### src/rtl/fdd_pkg.sv
// Shared types and constants for the floppy host seek sequencer.
package fdd_pkg;

    typedef enum logic [3:0] {
        S_IDLE,
        S_CHECK,
        S_SPIN,
        S_DIR,
        S_STEP_LO,
        S_STEP_HI,
        S_SETTLE,
        S_DONE,
        S_ERR
    } fdd_state_e;

    localparam logic OP_SEEK  = 1'b0;
    localparam logic OP_RECAL = 1'b1;

    // Shugart bus lines are active-low
    localparam logic ASSERT_N   = 1'b0;
    localparam logic DEASSERT_N = 1'b1;

endpackage

### src/rtl/fdd_step_timer.sv
// Loadable down-counter. tc is high on the last cycle of a loaded wait, so a
// state entered with load_val = N lasts exactly N cycles when it exits on tc.
module fdd_step_timer #(
    parameter int W = 16
) (
    input  logic         clk,
    input  logic         rst,
    input  logic         load,
    input  logic [W-1:0] load_val,
    output logic         tc
);

    logic [W-1:0] cnt;

    // Load overrides the countdown; counter parks at zero when expired
    always_ff @(posedge clk) begin
        if (rst)
            cnt <= '0;
        else if (load)
            cnt <= load_val;
        else if (cnt != '0)
            cnt <= cnt - 1'b1;
    end

    assign tc = (cnt == W'(1));

endmodule

### src/rtl/fdd_host_seek.sv
// Host-side seek/recalibrate sequencer for a Shugart floppy bus.
// Optional index period measurement enabled by FDD_INDEX_PERIOD_EN.
module fdd_host_seek
    import fdd_pkg::*;
#(
    parameter int DRIVE_NUM      = 1,
    parameter int MAX_TRACKS     = 80,
    parameter int STEP_PULSE_CYC = 8,
    parameter int STEP_RATE_CYC  = 3000,
    parameter int DIR_SETUP_CYC  = 4,
    parameter int SETTLE_CYC     = 15000,
    parameter int SPINUP_CYC     = 50000
) (
    input  logic        clk,
    input  logic        rst,
    input  logic        cmd_valid,
    output logic        cmd_ready,
    input  logic        cmd_op,
    input  logic [6:0]  cmd_track,
    input  logic        motor_req,
    output logic        done,
    output logic        err,
    output logic [6:0]  cur_track,
    output logic        trk_valid,
    output logic [3:0]  drive_sel_n,
    output logic        motor_on_n,
    output logic        dir_sel_n,
    output logic        step_n,
    input  logic        track_0_n,
    input  logic        index_n
`ifdef FDD_INDEX_PERIOD_EN
   ,output logic [23:0] idx_period,
    output logic        idx_valid
`endif
);

    localparam logic [7:0]  MAX_T     = 8'(MAX_TRACKS);
    localparam logic [7:0]  MAX_STEPS = 8'(MAX_TRACKS + 4);
    localparam logic [15:0] T_SETUP   = 16'(DIR_SETUP_CYC);
    localparam logic [15:0] T_PULSE   = 16'(STEP_PULSE_CYC);
    localparam logic [15:0] T_HIGH    = 16'(STEP_RATE_CYC - STEP_PULSE_CYC);
    localparam logic [15:0] T_SETTLE  = 16'(SETTLE_CYC);
    localparam logic [15:0] SPIN_MAX  = 16'(SPINUP_CYC);
    localparam logic [3:0]  SEL_ON    = ~(4'(1) << DRIVE_NUM);

    fdd_state_e  state, next_state;
    logic        op_q;
    logic [6:0]  tgt_q;
    logic [1:0]  t0_sync;
    logic        track0, motor_on, spun, accept;
    logic [15:0] spin_cnt;
    logic [7:0]  step_cnt;
    logic        tmr_load, tmr_tc;
    logic [15:0] tmr_val;

    assign track0   = (t0_sync[1] == ASSERT_N);
    assign motor_on = (motor_on_n == ASSERT_N);
    assign spun     = (spin_cnt == SPIN_MAX);
    assign accept   = cmd_valid & cmd_ready;

    fdd_step_timer #(.W(16)) u_tmr (
        .clk      (clk),
        .rst      (rst),
        .load     (tmr_load),
        .load_val (tmr_val),
        .tc       (tmr_tc)
    );

    // Track 00 synchroniser; idles deasserted
    always_ff @(posedge clk) begin
        if (rst) t0_sync <= 2'b11;
        else     t0_sync <= {t0_sync[0], track_0_n};
    end

    // Motor drive and spin-up counter (saturating, cleared while off)
    always_ff @(posedge clk) begin
        if (rst) begin
            motor_on_n <= DEASSERT_N;
            spin_cnt   <= '0;
        end else begin
            motor_on_n <= ~motor_req;
            if (!motor_on)
                spin_cnt <= '0;
            else if (!spun)
                spin_cnt <= spin_cnt + 16'd1;
        end
    end

    // State register
    always_ff @(posedge clk) begin
        if (rst) state <= S_IDLE;
        else     state <= next_state;
    end

    // Next-state logic; each timed state loads the timer on entry
    always_comb begin
        next_state = state;
        tmr_load   = 1'b0;
        tmr_val    = '0;
        case (state)
            S_IDLE: if (accept) next_state = S_CHECK;
            S_CHECK: begin
                if (!motor_on)                                  next_state = S_ERR;
                else if (op_q == OP_SEEK && !trk_valid)         next_state = S_ERR;
                else if (op_q == OP_SEEK && {1'b0, tgt_q} >= MAX_T) next_state = S_ERR;
                else if (op_q == OP_SEEK && tgt_q == cur_track) next_state = S_DONE;
                else                                            next_state = S_SPIN;
            end
            S_SPIN: begin
                // motor loss here would otherwise wait forever
                if (!motor_on) next_state = S_ERR;
                else if (spun) begin
                    next_state = S_DIR;
                    tmr_load   = 1'b1;
                    tmr_val    = T_SETUP;
                end
            end
            S_DIR: if (tmr_tc) begin
                tmr_load = 1'b1;
                if (op_q == OP_RECAL && track0) begin
                    next_state = S_SETTLE;
                    tmr_val    = T_SETTLE;
                end else begin
                    next_state = S_STEP_LO;
                    tmr_val    = T_PULSE;
                end
            end
            S_STEP_LO: if (tmr_tc) begin
                next_state = S_STEP_HI;
                tmr_load   = 1'b1;
                tmr_val    = T_HIGH;
            end
            S_STEP_HI: if (tmr_tc) begin
                if (!motor_on)
                    next_state = S_ERR;
                else if (op_q == OP_SEEK ? (cur_track == tgt_q) : track0) begin
                    next_state = S_SETTLE;
                    tmr_load   = 1'b1;
                    tmr_val    = T_SETTLE;
                end else if (op_q == OP_RECAL && step_cnt >= MAX_STEPS)
                    next_state = S_ERR;
                else begin
                    next_state = S_STEP_LO;
                    tmr_load   = 1'b1;
                    tmr_val    = T_PULSE;
                end
            end
            S_SETTLE: begin
                if (!motor_on)   next_state = S_ERR;
                else if (tmr_tc) next_state = S_DONE;
            end
            S_DONE:  next_state = S_IDLE;
            S_ERR:   next_state = S_IDLE;
            default: next_state = S_IDLE;
        endcase
    end

    // Command capture, direction, head position and recal bookkeeping
    always_ff @(posedge clk) begin
        if (rst) begin
            op_q      <= OP_SEEK;
            tgt_q     <= '0;
            step_cnt  <= '0;
            cur_track <= '0;
            trk_valid <= 1'b0;
            dir_sel_n <= DEASSERT_N;
        end else begin
            if (accept) begin
                op_q     <= cmd_op;
                tgt_q    <= cmd_track;
                step_cnt <= '0;
            end
            if (state == S_SPIN && next_state == S_DIR)
                dir_sel_n <= (op_q == OP_RECAL) ? 1'b1 : (tgt_q < cur_track);
            if (state == S_STEP_LO && tmr_tc) begin
                step_cnt <= step_cnt + 8'd1;
                if (dir_sel_n == 1'b0) begin
                    if (cur_track != 7'h7F) cur_track <= cur_track + 7'd1;
                end else begin
                    if (cur_track != 7'd0)  cur_track <= cur_track - 7'd1;
                end
            end
            if (state == S_SETTLE && next_state == S_DONE && op_q == OP_RECAL) begin
                cur_track <= '0;
                trk_valid <= 1'b1;
            end
            if (next_state == S_ERR && op_q == OP_RECAL)
                trk_valid <= 1'b0;
        end
    end

    // Bus and handshake outputs registered from next state (glitch-free)
    always_ff @(posedge clk) begin
        if (rst) begin
            step_n      <= DEASSERT_N;
            done        <= 1'b0;
            err         <= 1'b0;
            cmd_ready   <= 1'b0;
            drive_sel_n <= 4'hF;
        end else begin
            step_n      <= (next_state == S_STEP_LO) ? ASSERT_N : DEASSERT_N;
            done        <= (next_state == S_DONE) || (next_state == S_ERR);
            err         <= (next_state == S_ERR);
            cmd_ready   <= (next_state == S_IDLE);
            drive_sel_n <= (next_state == S_IDLE) ? 4'hF : SEL_ON;
        end
    end

`ifdef FDD_INDEX_PERIOD_EN
    logic [2:0]  idx_sync;
    logic        idx_armed, idx_fall;
    logic [23:0] idx_cnt;

    assign idx_fall = idx_sync[2] & ~idx_sync[1];

    // Index period: first fall only arms, later falls latch the interval
    always_ff @(posedge clk) begin
        if (rst) begin
            idx_sync   <= 3'b111;
            idx_armed  <= 1'b0;
            idx_cnt    <= '0;
            idx_period <= '0;
            idx_valid  <= 1'b0;
        end else begin
            idx_sync <= {idx_sync[1:0], index_n};
            if (idx_fall) begin
                if (idx_armed) begin
                    idx_period <= idx_cnt;
                    idx_valid  <= 1'b1;
                end
                idx_armed <= 1'b1;
                idx_cnt   <= 24'd1;
            end else if (idx_cnt != 24'hFFFFFF)
                idx_cnt <= idx_cnt + 24'd1;
            else
                idx_valid <= 1'b0;
        end
    end
`else
    logic unused_index;
    assign unused_index = index_n;
`endif

endmodule

### config.mk
export PLATFORM = sky130hd
export DESIGN_NAME = fdd_host_seek
export DESIGN_NICKNAME = d
export VERILOG_FILES = /design/src/rtl/fdd_pkg.sv /design/src/rtl/fdd_step_timer.sv /design/src/rtl/fdd_host_seek.sv
export SDC_FILE = /design/constraint.sdc
export NUM_CORES = 1
export LEC_CHECK = 0
export ABC_AREA = 1
export BUFFER_PORTS_ARGS = -buffer_cell sky130_fd_sc_hd__clkbuf_2
export CORE_MARGIN = 8
export CORE_UTILIZATION = 51
export CTS_BUF_LIST = sky130_fd_sc_hd__clkbuf_16
export CTS_CLUSTER_SIZE = 24
export DETAILED_ROUTE_END_ITERATION = 12
export MAX_ROUTING_LAYER = met4
export PLACE_DENSITY = 0.72
export SYNTH_ARGS = -nofsm -noshare
export SYNTH_HDL_FRONTEND = slang
export SYNTH_SLANG_ARGS = --single-unit
### constraint.sdc
create_clock -name clk -period 1.85 [get_ports clk]
set_input_delay 0.2775 -clock clk [delete_from_list [all_inputs] [get_ports clk]]
set_output_delay 0.2775 -clock clk [all_outputs]
set_load 0.01 [all_outputs]
==> metrics.txt <==
status finished, final reports clean; setup TNS 0 ns; vias per cell 5.136; Synth Cell Area 3950 um^2; pre-CTS setup slack -0.09837 ns; H-tree depth 3; Seq/Total Area, Yosys 34.97%; Post-synth top flop dfxtp_1; Crit Path Category register to register; Vias 3,857; P&R area growth vs syn 31.55%; Placed Area 4528 um^2; FILL cells 607; clock skew 0.005762 ns; period utilisation layout 99.76%; hold_sp motor_req; CTS tree yes; routability cong. 0.9792; Std-Cell Rows 32; Critical Path RT 2.05 ns; number of global-route vias before repair 3,704; CP cell instances inv_1 -> nand2_1 -> nor2_1 -> nand3_1 -> inv_1 -> nand2_2 -> nand2_4 -> nor2_4 -> buf_4 -> nand3_1 -> o21ai_0; CP startpoint kind register; Pre-antenna DRT Iters 5; final hold violations 0; n_diodes 0; Buf/Inv on CP 3; Hold Crit Class primary input to register; RR Startpoint state[1]$_SDFF_PP0_; post-synthesis cell type count 43; Boundary Pins 32; EDFF count, synth 0; VDD IR max 0.7314 mV; Final setup viols 0; Vert. Die Dim 104.0 um; port bufs 27; clock buffer depth 2; DRC violations left 0; Mapped Cells 558; crit path max-delay cell type dfxtp_1; Die Area 10,820 um^2; DP Wirelength 6.981 mm; total grt overflow 0; GRT Total Usage 18.02%; NumNets Final 678; worst hold slack 0.1089 ns; initial core utilization 51.92%; largest net degree at the start of global routing 16; Final Instance Area 5196 um^2; DR WL/cell 13.16 um; WL final 9.886 mm; Max Clock Freq 541.8 MHz; CP Max Fanout 5; core box area 7607 um^2; fin crit period 1.846 ns; antenna viol nets, final 0; max_cap viols 0; syn_area_per_cell 7.079 um^2; chip width 104.0 um; Clock Root Buffer clkbuf_16; Crit path largest cell delay 0.33 ns; first-pass GRT wire length 16.19 mm; Crit. End Element register; number of CTS-inserted buffers 9; clk slew on worst S/H paths 0.05 ns; Leak 2.370 nW; Cell Pwr Density 998.1 nW/um^2; clock latency on the worst-skew pair 0.33 ns; Synth Warn # 0; RSZ-0062 raised after global routing true; Worst Setup SP state[1]$_SDFF_PP0_; post-layout worst setup margin 0.004353 ns; largest delay contributor family on the critical path simple AND/OR/NAND/NOR gates; antenna violations before repair 0; Worst Path Arrival 2.05 ns; ratio of cells with drive above 1 in the final layout 33.13%; initial DRC count 197; Final Max Slew Viols 0; #FFs+latches synth 69; Async S/R FF share, synth 0%; CTS sink count 69
-- cell usage after synthesis (2+ instances only) --
cell,instances,area (um^2)
or2_2,3,18.77
a31oi_1,2,12.51
a21oi_1,44,220.2
nand3_1,23,115.1
nand3_2,9,90.09
nand2_2,4,25.02
ha_1,18,225.2
inv_2,4,15.01
nand4_1,13,81.33
nor2_1,76,285.3
nor2_4,3,33.78
nor2_2,15,93.84
o21ai_0,34,170.2
a221oi_1,2,17.52
dfxtp_1,69,1381
xor2_1,10,87.58
buf_4,4,30.03
nand2_1,109,409.1
nor3_1,5,25.02
inv_1,70,262.8
nand3b_1,2,15.01
xnor2_1,8,70.07
buf_6,2,22.52
nor3_2,5,50.05
clkbuf_1,4,15.01
nor4_1,3,18.77
-- stage by stage --
stage	util, %	cells	power (mW)
floorplan	-	560	2.921
finish	68.31	751	5.186
global route	68.31	751	5.488
global placement	59.52	727	3.274
detailed placement	59.52	727	3.321
CTS	65.33	748	4.862
-- worst register-to-register path, delay by kind of cell (launching register included) --
family	cells	cell delay, ns
simple gates	7	0.90
buf+inv	3	0.41
flops	1	0.33
compound gates	1	0.09
-- cell type report --
type,count,area (um^2),area share (%)
timing repair buffer,85,590.6,11.37
inverter,75,282.8,5.442
sequential,69,1404,27.02
tap,102,127.6,2.456
multi-input combinational,405,2535,48.78
clock buffer,9,225.2,4.334
clock inverter,6,31.28,0.6020
-- where the power goes --
group          switching (mW)  internal (mW)  leakage [nW]
sequential              0.145           1.65         0.568
clock                   0.609          0.883         0.128
combinational            1.06          0.834          1.67
total                    1.82           3.37          2.37
-- flip-flops by register name, summed over array words and instances, names as in the netlist --
register and flops:
spin_cnt 16, u_tmr.cnt 16, step_cnt 8, cur_track 7, tgt_q 7, state 4
t0_sync 2, cmd_ready 1, dir_sel_n 1, done 1, drive_sel_n 1, err 1
motor_on_n 1, op_q 1, step_n 1, trk_valid 1
-- repair_timing --
action / in CTS / in global routing
hold buffers: 0 / 0
gates resized for setup: 35 / 53
setup buffers: 6 / 3
setup endpoints to repair: 25 / 34
endpoints found under the hold margin: 0 / 0
pin swaps: 21 / 23
-- cell usage in the layout (no fill, tap or decap), types with 16 or more instances in the layout --
cell type,n
a21oi_1,37
buf_4,55
clkbuf_2,27
dfxtp_1,55
inv_1,64
nand2_1,94
nand2_2,16
nand3_1,20
nor2_1,66
nor2_2,20
o21ai_0,33
-- path summary, 6_finish.rpt --
check	to	slack (ns)	cells after the start
min reg2reg	t0_sync[1]$_SDFF_PP1_	0.41	1
max reg2reg	u_tmr.cnt[13]$_SDFFE_PP0P_	0.004	11
min	motor_on_n$_SDFF_PP1_	0.11	2
max	u_tmr.cnt[13]$_SDFFE_PP0P_	0.004	11
-- routing by layer --
layer  vias to the layer above  track usage (%)  share of wire [%]
met5                         -                -                  0
met4                         0            8.066                2.7
met3                        29            3.098                3.5
met2                        95            30.98                 51
met1                      1762            20.01                 43
li1                       1971                -                  -
-- cell families after synthesis --
logic type      after synthesis  share of synthesized area, %
xor+xnor                     18                         3.991
simple gates                276                         33.77
compound gates               88                         11.69
flops                        69                         34.97
fa+ha+maj                    19                         6.209
other cells                   1                       0.09494
mux                           1                        0.2851
buf+inv                      86                         8.995
(Power assumes the default switching activity.)
